**src/rtl/max7219_rx_pkg.sv**
```systemverilog
// Shared constants for the MAX7219 serial receiver: FSM states, register addresses and frame width.
package max7219_rx_pkg;

   localparam int C_FRAME_W = 16;

   localparam logic [1:0] S_IDLE  = 2'd0;
   localparam logic [1:0] S_SHIFT = 2'd1;
   localparam logic [1:0] S_LATCH = 2'd2;

   localparam logic [3:0] C_ADDR_NOOP         = 4'h0;
   localparam logic [3:0] C_ADDR_DIGIT0       = 4'h1;
   localparam logic [3:0] C_ADDR_DIGIT7       = 4'h8;
   localparam logic [3:0] C_ADDR_DECODE_MODE  = 4'h9;
   localparam logic [3:0] C_ADDR_INTENSITY    = 4'hA;
   localparam logic [3:0] C_ADDR_SCAN_LIMIT   = 4'hB;
   localparam logic [3:0] C_ADDR_SHUTDOWN     = 4'hC;
   localparam logic [3:0] C_ADDR_DISPLAY_TEST = 4'hF;

endpackage

```
**src/rtl/max7219_rx_sync.sv**
```systemverilog
// Multi-stage synchronizer for one asynchronous input followed by a single-flop rise/fall detector.
module max7219_rx_sync #(
   parameter int   DEPTH   = 2,
   parameter logic RST_VAL = 1'b0
) (
   input  logic clk,
   input  logic rst,
   input  logic async_in,
   output logic level,
   output logic rise,
   output logic fall
);

   logic [DEPTH-1:0] chain;
   logic             prev;

   always_ff @(posedge clk) begin
      if (rst) begin
         chain <= {DEPTH{RST_VAL}};
         prev  <= RST_VAL;
      end else begin
         chain <= {chain[DEPTH-2:0], async_in};
         prev  <= chain[DEPTH-1];
      end
   end

   assign level = chain[DEPTH-1];
   assign rise  = chain[DEPTH-1] & ~prev;
   assign fall  = ~chain[DEPTH-1] & prev;

endmodule

```
**src/rtl/max7219_rx.sv**
```systemverilog
// MAX7219 serial-frame receiver mirroring the chip's digit and control registers.
// Optional daisy-chain output o_max7219_dout is built when MAX7219_RX_DOUT_EN is defined.
module max7219_rx
   import max7219_rx_pkg::*;
#(
   parameter int G_SYNC_STAGES = 2
) (
   input  logic        clk,
   input  logic        rst,
   input  logic        i_max7219_clk,
   input  logic        i_max7219_din,
   input  logic        i_max7219_load,
   output logic        o_frame_valid,
   output logic        o_frame_err,
   output logic [3:0]  o_addr,
   output logic [7:0]  o_data,
   output logic [63:0] o_digits,
   output logic [7:0]  o_decode_mode,
   output logic [3:0]  o_intensity,
   output logic [2:0]  o_scan_limit,
   output logic        o_shutdown_n,
   output logic        o_display_test
`ifdef MAX7219_RX_DOUT_EN
   ,
   output logic        o_max7219_dout
`endif
);

   logic                 sclk_level, sclk_rise, sclk_fall;
   logic                 din_level, din_rise, din_fall;
   logic                 load_level, load_rise, load_fall;
   logic [1:0]           state;
   logic [4:0]           cnt;
   logic [C_FRAME_W-1:0] shreg;
   logic [2:0]           digit_idx;
   logic                 unused_sig;

   max7219_rx_sync #(.DEPTH(G_SYNC_STAGES), .RST_VAL(1'b0)) u_sync_clk (
      .clk(clk), .rst(rst), .async_in(i_max7219_clk),
      .level(sclk_level), .rise(sclk_rise), .fall(sclk_fall));

   max7219_rx_sync #(.DEPTH(G_SYNC_STAGES), .RST_VAL(1'b0)) u_sync_din (
      .clk(clk), .rst(rst), .async_in(i_max7219_din),
      .level(din_level), .rise(din_rise), .fall(din_fall));

   // LOAD idles high, so its synchronizer resets high to avoid a phantom fall.
   max7219_rx_sync #(.DEPTH(G_SYNC_STAGES), .RST_VAL(1'b1)) u_sync_load (
      .clk(clk), .rst(rst), .async_in(i_max7219_load),
      .level(load_level), .rise(load_rise), .fall(load_fall));

   assign digit_idx = shreg[10:8] - 3'd1;

`ifdef MAX7219_RX_DOUT_EN
   assign unused_sig = ^{sclk_level, din_rise, din_fall, load_level, shreg[14:12]};

   always_ff @(posedge clk) begin
      if (rst)            o_max7219_dout <= 1'b0;
      else if (sclk_fall) o_max7219_dout <= shreg[15];
   end
`else
   assign unused_sig = ^{sclk_level, sclk_fall, din_rise, din_fall, load_level, shreg[15:12]};
`endif

   always_ff @(posedge clk) begin
      if (rst) begin
         state          <= S_IDLE;
         cnt            <= 5'd0;
         shreg          <= '0;
         o_frame_valid  <= 1'b0;
         o_frame_err    <= 1'b0;
         o_addr         <= 4'h0;
         o_data         <= 8'h00;
         o_digits       <= 64'h0;
         o_decode_mode  <= 8'h00;
         o_intensity    <= 4'h0;
         o_scan_limit   <= 3'd0;
         o_shutdown_n   <= 1'b0;
         o_display_test <= 1'b0;
      end else begin
         o_frame_valid <= 1'b0;
         o_frame_err   <= 1'b0;
         case (state)
            S_IDLE: begin
               if (load_fall) begin
                  state <= S_SHIFT;
                  cnt   <= 5'd0;
                  shreg <= '0;
               end
            end
            S_SHIFT: begin
               // A clock edge coinciding with LOAD rise still contributes its bit.
               if (sclk_rise) begin
                  shreg <= {shreg[C_FRAME_W-2:0], din_level};
                  if (cnt != 5'd31) cnt <= cnt + 5'd1;
               end
               if (load_rise) state <= S_LATCH;
            end
            S_LATCH: begin
               state       <= S_IDLE;
               o_frame_err <= (cnt != 5'd16);
               if (cnt >= 5'd16) begin
                  o_frame_valid <= 1'b1;
                  o_addr        <= shreg[11:8];
                  o_data        <= shreg[7:0];
                  if (shreg[11:8] >= C_ADDR_DIGIT0 && shreg[11:8] <= C_ADDR_DIGIT7) begin
                     o_digits[{digit_idx, 3'b000} +: 8] <= shreg[7:0];
                  end else begin
                     case (shreg[11:8])
                        C_ADDR_DECODE_MODE:  o_decode_mode  <= shreg[7:0];
                        C_ADDR_INTENSITY:    o_intensity    <= shreg[3:0];
                        C_ADDR_SCAN_LIMIT:   o_scan_limit   <= shreg[2:0];
                        C_ADDR_SHUTDOWN:     o_shutdown_n   <= shreg[0];
                        C_ADDR_DISPLAY_TEST: o_display_test <= shreg[0];
                        default: ;
                     endcase
                  end
               end
            end
            default: state <= S_IDLE;
         endcase
      end
   end

endmodule

```
**config.mk**
```make
export PLATFORM = sky130hd
export DESIGN_NAME = max7219_rx
export DESIGN_NICKNAME = d
export VERILOG_FILES = /design/src/rtl/max7219_rx_pkg.sv /design/src/rtl/max7219_rx_sync.sv /design/src/rtl/max7219_rx.sv
export SDC_FILE = /design/constraint.sdc
export NUM_CORES = 1
export LEC_CHECK = 0
export BUFFER_PORTS_ARGS = -buffer_cell sky130_fd_sc_hd__buf_2
export CORE_MARGIN = 8
export CORE_UTILIZATION = 49
export DETAILED_ROUTE_END_ITERATION = 6
export HOLD_SLACK_MARGIN = 0.05
export PLACE_DENSITY_LB_ADDON = 0.2
export RECOVER_POWER = 50
export SYNTH_ARGS = -nofsm -noshare
export SYNTH_HDL_FRONTEND = slang
export SYNTH_SLANG_ARGS = --single-unit
```
**constraint.sdc**
```tcl
create_clock -name clk -period 2.6 [get_ports clk]
set_input_delay 0 -clock clk [delete_from_list [all_inputs] [get_ports clk]]
set_output_delay 0 -clock clk [all_outputs]
set_load 0.05 [all_outputs]
```
==> results of run 1 <==
==> power by group through the flow <==
stage	logic [mW]	clock network, mW	registers (mW)
6_report	0.0832	2.19	1.88
5_1_grt	0.0899	2.33	1.88
4_1_cts	0.0844	2.21	1.88
3_5_place_dp	0.0798	0	1.92
3_3_place_gp	0.0783	0	1.92
2_1_floorplan	0.0663	0	1.92
==> logic make-up after synthesis <==
family	Yosys count	share of synthesized area, %
flip-flops	122	48.3
AND/OR/NAND/NOR	216	24.3
AO/OA/AOI/OAI	23	3.22
multiplexers	93	18.4
adder cells (fa/ha/maj)	10	2.42
buffers and inverters	35	3.17
XOR/XNOR	1	0.173
==> sequential cells by signal, indices dropped and copies added, names as in the netlist, 2 cells and up <==
| register | cells |
|---|---|
| shreg | 12 |
| u_sync_din.chain | 2 |
| o_intensity | 4 |
| o_decode_mode | 8 |
| o_scan_limit | 3 |
| state | 2 |
| cnt | 5 |
| o_addr | 4 |
| u_sync_clk.chain | 2 |
| o_digits | 64 |
| o_data | 8 |
| u_sync_load.chain | 2 |
==> routing by layer <==
metal  vias to the layer above  track usage, %  part of all wire, %
met5                         -               0                    0
met3                        11            7.00                  6.4
met1                      1756            20.8                   46
li1                       1882               -                    -
met2                        91            26.8                   46
met4                         0            6.33                  1.3
==> final timing paths <==
kind | from | to | slack, ns
max | shreg[9] | o_digits[49] | 0.30
min | i_max7219_load | u_sync_load.chain[0] | 0.19
max reg2reg | shreg[9] | o_digits[49] | 0.30
min reg2reg | u_sync_load.chain[0] | u_sync_load.chain[1] | 0.41
==> worst reg2reg max path, cell delays in order, from the launching register on <==
cell,delay (ns)
dfxtp_1,0.40
inv_1,0.11
ha_1,0.26
xnor2_1,0.16
ha_1,0.34
a31oi_1,0.33
nand3_2,0.37
mux2i_1,0.26
==> what timing repair did <==
| action | 4_1_cts | 5_1_grt |
|---|---|---|
| hold buffers | 4 | 0 |
| setup endpoints to repair | 0 | 0 |
| hold endpoints to repair | 14 | 0 |
| resized for setup | 0 | 0 |
==> area by class of cell <==
type                    count  share of cell area, %
inverters                   6                  0.367
flip-flops and latches    122                   39.8
multi-input cells         343                   40.1
clock inverters            12                   2.06
well taps                 136                   2.77
repair buffers            114                   8.01
clock buffers              20                   6.93
==> stage by stage <==
step	utilization, %	total power [mW]	hold WS, ns
after floorplan	-	1.98	0.104
after global placement	55.7	2.00	0.185
after detailed placement	55.7	2.00	0.192
after CTS	61.5	4.18	0.189
after global routing	60.3	4.30	0.189
final	60.3	4.15	0.194
==> Yosys cell counts (4+ instances only) <==
cell / instances
dfxtp_1: 122
mux2i_1: 92
nand2b_1: 79
nand2_1: 46
nor2_1: 31
clkbuf_1: 19
a21oi_1: 14
ha_1: 9
and2_1: 8
inv_1: 6
nand3_1: 6
nor2b_1: 6
buf_4: 5
nand3_2: 5
or2b_1: 5
nor3b_1: 4
==> placed cells by master (no fill, tap or decap), types with 8 or more instances in the layout <==
master / count
a21oi_1: 14
and2_1: 8
buf_4: 9
clkbuf_1: 100
clkbuf_16: 16
dfxtp_1: 122
ha_1: 9
mux2i_1: 92
nand2_1: 46
nand2b_1: 79
nor2_1: 31
==> impl_metrics.csv, run 1 <==
group,metric,value,unit
logic_synthesis,yosysTopAreaCellShare,48.3,%
run_status,status,"finished, final reports clean",
finish,finalNonFillerCells,753,
power,p_leak,2.57,nW
timing,fin_ws,0.299,ns
power,p_seq_share,45.3,%
setup_path,crit_top_cell,"ha_1",
setup_path,setup.worst_path.end_class,"flop",
floorplanning,rows,37,
timing,final.setup_skew,0.0189,ns
place,placed_area,5680,um2
setup_path,cpPeakStageDelay,0.40,ns
global_route,antenna_found_initial,0,
timing,finalCriticalPeriod,2.30,ns
setup_path,worstPathRequired,3.05,ns
min_path,holdPathStages,3,
finish,area_delta_synth_final,21.4,%
finish,fin_nets,618,
drt,post_drt_wl_per_cell,15.7,um
clock_network,insertion_delay,0.52,ns
clock_network,clock-root-buffer,"clkbuf_8",
place,port_buffers,99,
clock_network,htreeDepth,4,
drt,wl,11800,um
clock_network,clkSlewWorstSetupHoldPaths,0.06,ns
timing,fin_setup_tns,0,ns
timing,worst_slew_pin_slew,1.28,ns
power,vdd_drop_max,0.000447,V
place,dpl.hpwl,8070,um
power,clockPowerShare,52.7,%
setup_path,crit_family,"adder cells",
setup_path,ff2ff_path_depth,7,
drt,antenna_left,0,
logic_synthesis,synth_cells,500,
logic_synthesis,postSynth.asyncResetShare,0,%
clock_network,clock-sinks,122,
timing,clock.fmax,435,MHz
logic_synthesis,synthTopCellsByArea,"dfxtp_1 48%, mux2i_1 18%, nand2b_1 9.8%, nand2_1 3.4%, nor2_1 2.3%",
timing,slew_viol_final,0,
global_route,groute.usage.overall,17.2,%
floorplanning,core_area,10200,um2
drt,dr.pass1.iters,4,
clock_network,post_cts_buffers,0,
power,p_sw,881,uW
clock_network,numCtsBuffers,17,
timing,max-slew-margin-rel,14.6,%
clock_network,clock_path_buffers,2,
setup_path,critPathBufInv,1,
flow_run,maxCapViolations,0,
place,gp_congestion,0.770,
logic_synthesis,synth-edff-count,0,
min_path,hp-class,"in2reg",
power,p_int,3.27,mW
clock_network,cts_tree,"built",
finish,nFillCells,958,
logic_synthesis,ys_types,43,
floorplanning,initial_utilization,49.7,%
logic_synthesis,synth-seq-cells,122,
power,netSwitchingFraction,21.2,%
timing,final.period_utilization,88.5,%
floorplanning,ios,100,
global_route,grt_max_degree,86,
setup_path,critical_path.startpoint_type,"flop",
timing,hold_viol,0,
logic_synthesis,synth_area,5060,um2
finish,fin_area,6140,um2
setup_path,worstPathArrival,2.75,ns
setup_path,cp_slowest_cell,"dfxtp_1",
logic_synthesis,synth-main-ff-cell,"dfxtp_1",
global_route,grt_pass1_wl,19300,um
drt,drc,0,
logic_synthesis,synth_nets,514,
place,pre_cts_slack,0.284,ns
place,dp_cells,717,
floorplanning,die_area,13800,um2
power,powerDensity,676,nW/um2
setup_path,cp_num_cells,7,
finish,ff_latch_area,2440,um2
finish,multi_input_area,2460,um2
power,pwr-share-comb,2.0,%
timing,rsz0062_at_grt,"no",
drt,drt_iter0_drc,172,
drt,vias,3740,
drt,drt-vias-per-instance,4.97,
floorplanning,die_y,118,um
logic_synthesis,ys_seq_area_share,48.3,%
global_route,gr-total-overflow,0,
setup_path,crit_fanout,8,
floorplanning,die_w,118,um
logic_synthesis,syn_area_per_cell,10.1,um2
setup_path,crit_path_cell_trace,"inv_1 -> ha_1 -> xnor2_1 -> ha_1 -> a31oi_1 -> nand3_2 -> mux2i_1",
finish,drive_gt1_share,9.40,%
timing,finalSetupViolations,0,
finish,diodes,0,
global_route,grt_pass1_vias,3717,
setup_path,crit_type,"reg2reg",
logic_synthesis,yosysWarnings,0,
logic_synthesis,synth_largest_area_cell,"dfxtp_1",
No activity file was read; power rests on OpenSTA's default activity.
==> run 2: changes to the inputs <==
CELL_PAD_IN_SITES_DETAIL_PLACEMENT = 1   (was unset)
CELL_PAD_IN_SITES_GLOBAL_PLACEMENT = 1   (was unset)
CORE_UTILIZATION = 38   (was 49)
==> run 2 against run 1 <==
Net effect: global-route usage shrank 1.0 points; clock power up 18%; non-clock buffer count did not move; hold slack better by 0.12 ns; fmax shrank 3.8%; die area rose by 25%; setup slack got worse by 0.091 ns; power up 9.5%; via count grew 2.0%; sequential share of layout area decreased by 1.1 points; utilization shrank 12 points.
==> impl_metrics.csv, run 2 (synthesized netlist as in run 1, its figures left out) <==
group,metric,value,unit
setup_path,setup.worst_path.end_class,"flop",
timing,final.setup_skew,0.00602,ns
setup_path,startpoint,"shreg[9]",
global_route,antenna_found_initial,0,
finish,largest_reg_flops,64,
clock_network,htreeDepth,4,
global_route,grtUsageMet2,26.3,%
drt,dr.pass1.iters,4,
global_route,grt_max_degree,86,
finish,fin_nets,618,
timing,hold_viol,0,
timing,final.period_utilization,92.0,%
power,vdd_drop_max,0.000337,V
timing,fin_ws,0.208,ns
timing,finalCriticalPeriod,2.39,ns
floorplanning,die_y,131,um
global_route,groute.usage.overall,16.2,%
floorplanning,initial_utilization,38.5,%
floorplanning,die_area,17300,um2
power,fin_total_pwr,4.55,mW
flow_run,maxCapViolations,0,
timing,whs,0.311,ns
clock_network,post_cts_buffers,0,
place,dp_cells,758,
drt,post_drt_wl_per_cell,17.1,um
place,port_buffers,99,
setup_path,crit_fanout,8,
finish,diodes,0,
global_route,grt_busiest_layer,"met2",
run_status,status,"finished, final reports clean",
global_route,grt_pass1_vias,4204,
clock_network,clock-sinks,122,
drt,antenna_left,0,
finish,area_delta_synth_final,24.9,%
drt,drt-vias-per-instance,4.81,
setup_path,ff2ff_path_depth,8,
place,pre_cts_slack,0.181,ns
place,gp_congestion,0.755,
min_path,holdPathStages,3,
setup_path,crit_path_cell_trace,"inv_1 -> ha_1 -> xnor2_1 -> ha_1 -> inv_1 -> a31oi_2 -> nand3_2 -> mux2i_1",
global_route,met3_usage,5.98,%
clock_network,insertion_delay,0.41,ns
drt,drc,0,
finish,finalNonFillerCells,793,
finish,largestRegisters,"o_digits: 64 flops, shreg: 12 flops",
place,dpl.hpwl,9310,um
setup_path,critPathBufInv,2,
timing,finalSetupViolations,0,
timing,worst_slew_pin_slew,1.33,ns
floorplanning,rows,42,
timing,slew_viol_final,0,
min_path,hp-class,"in2reg",
clock_network,clock-root-buffer,"clkbuf_16",
global_route,grt_pass1_wl,22400,um
finish,final_common_cell,"dfxtp_1",
floorplanning,core_area,13100,um2
finish,layout_common_cells,"122 x dfxtp_1, 98 x clkbuf_1, 92 x mux2i_1",
finish,top_register,"o_digits",
finish,multi_input_area,2480,um2
power,pwr-share-comb,1.9,%
min_path,hold_start,"i_max7219_load",
floorplanning,die_w,131,um
power,p_leak,2.64,nW
setup_path,critical_path.startpoint_type,"flop",
power,p_sw,850,uW
clock_network,clock_path_buffers,2,
floorplanning,ios,100,
timing,rsz0062_at_grt,"yes",
timing,clock.fmax,418,MHz
setup_path,cpPeakStageDelay,0.40,ns
power,powerDensity,720,nW/um2
setup_path,crit_type,"reg2reg",
global_route,gr-usage-met1,18.8,%
setup_path,r2r-start,"shreg[9]",
global_route,gr-total-overflow,0,
power,p_seq_share,41.4,%
power,netSwitchingFraction,18.7,%
finish,drive_gt1_share,10.2,%
clock_network,numCtsBuffers,17,
setup_path,crit_family,"adder cells",
setup_path,cp_num_cells,8,
drt,drt_iter0_drc,136,
drt,wl,13600,um
power,p_int,3.70,mW
setup_path,worstPathRequired,2.93,ns
setup_path,cp_slowest_cell,"dfxtp_1",
finish,ff_latch_area,2440,um2
timing,max-slew-margin-rel,11.1,%
clock_network,cts_tree,"built",
setup_path,worstPathArrival,2.72,ns
finish,nFillCells,1527,
clock_network,clkSlewWorstSetupHoldPaths,0.05,ns
drt,vias,3814,
power,clockPowerShare,56.7,%
## run 2: power groups by stage
stage          clock network (mW)  logic, mW  registers (mW)
2_1_floorplan                   0     0.0663            1.92
3_5_place_dp                    0     0.0832            1.92
5_1_grt                      2.71     0.0942            1.88
6_report                     2.58     0.0851            1.88
3_3_place_gp                    0     0.0811            1.92
4_1_cts                      2.63     0.0866            1.88
## run 2: routing by layer
layer  vias up  part of all wire, %
li1       1880                    -
met1      1829                   45
met2        88                   47
met3        17                  5.8
met4         0                  1.7
met5         -                    0
## run 2: area by class of cell
type                            instances  share of cell area (%)
Timing Repair Buffer                  114                    7.80
Inverter                                6                   0.357
Clock buffer                           26                    8.38
Clock inverter                          6                    2.06
Sequential cell                       122                    38.7
Tap cell                              176                    3.49
Multi-Input combinational cell        343                    39.3
## run 2: per-stage QoR
| stage | utilization, % | TNS (ns) | instance area (um2) |
|---|---|---|---|
| 2_1_floorplan | - | 0 | 5060 |
| 3_3_place_gp | 43.6 | 0 | 5730 |
| 3_5_place_dp | 43.6 | 0 | 5730 |
| 4_1_cts | 48.9 | 0 | 6420 |
| 5_1_grt | 48.1 | -0.00573 | 6320 |
| 6_report | 48.1 | 0 | 6320 |
## run 2: worst reg2reg max path, delay by kind of cell, from the launching register on
kind            cells  cell delay [ns]
fa+ha+maj           2             0.61
xor+xnor            1             0.17
compound gates      1             0.29
mux                 1             0.29
flops               1             0.40
simple gates        1             0.32
buf+inv             2             0.22
## run 2: repair_timing
action,4_1_cts,5_1_grt
hold buffers,3,0
endpoints found under the setup margin,0,33
gates resized for setup,0,3
endpoints found under the hold margin,3,0
## run 2: worst paths after layout
check	endpoint	slack (ns)
setup reg to reg	o_digits[13]	0.21
hold / removal	u_sync_load.chain[0]	0.31
hold reg to reg	u_sync_load.chain[1]	0.42
setup / recovery	o_digits[13]	0.21
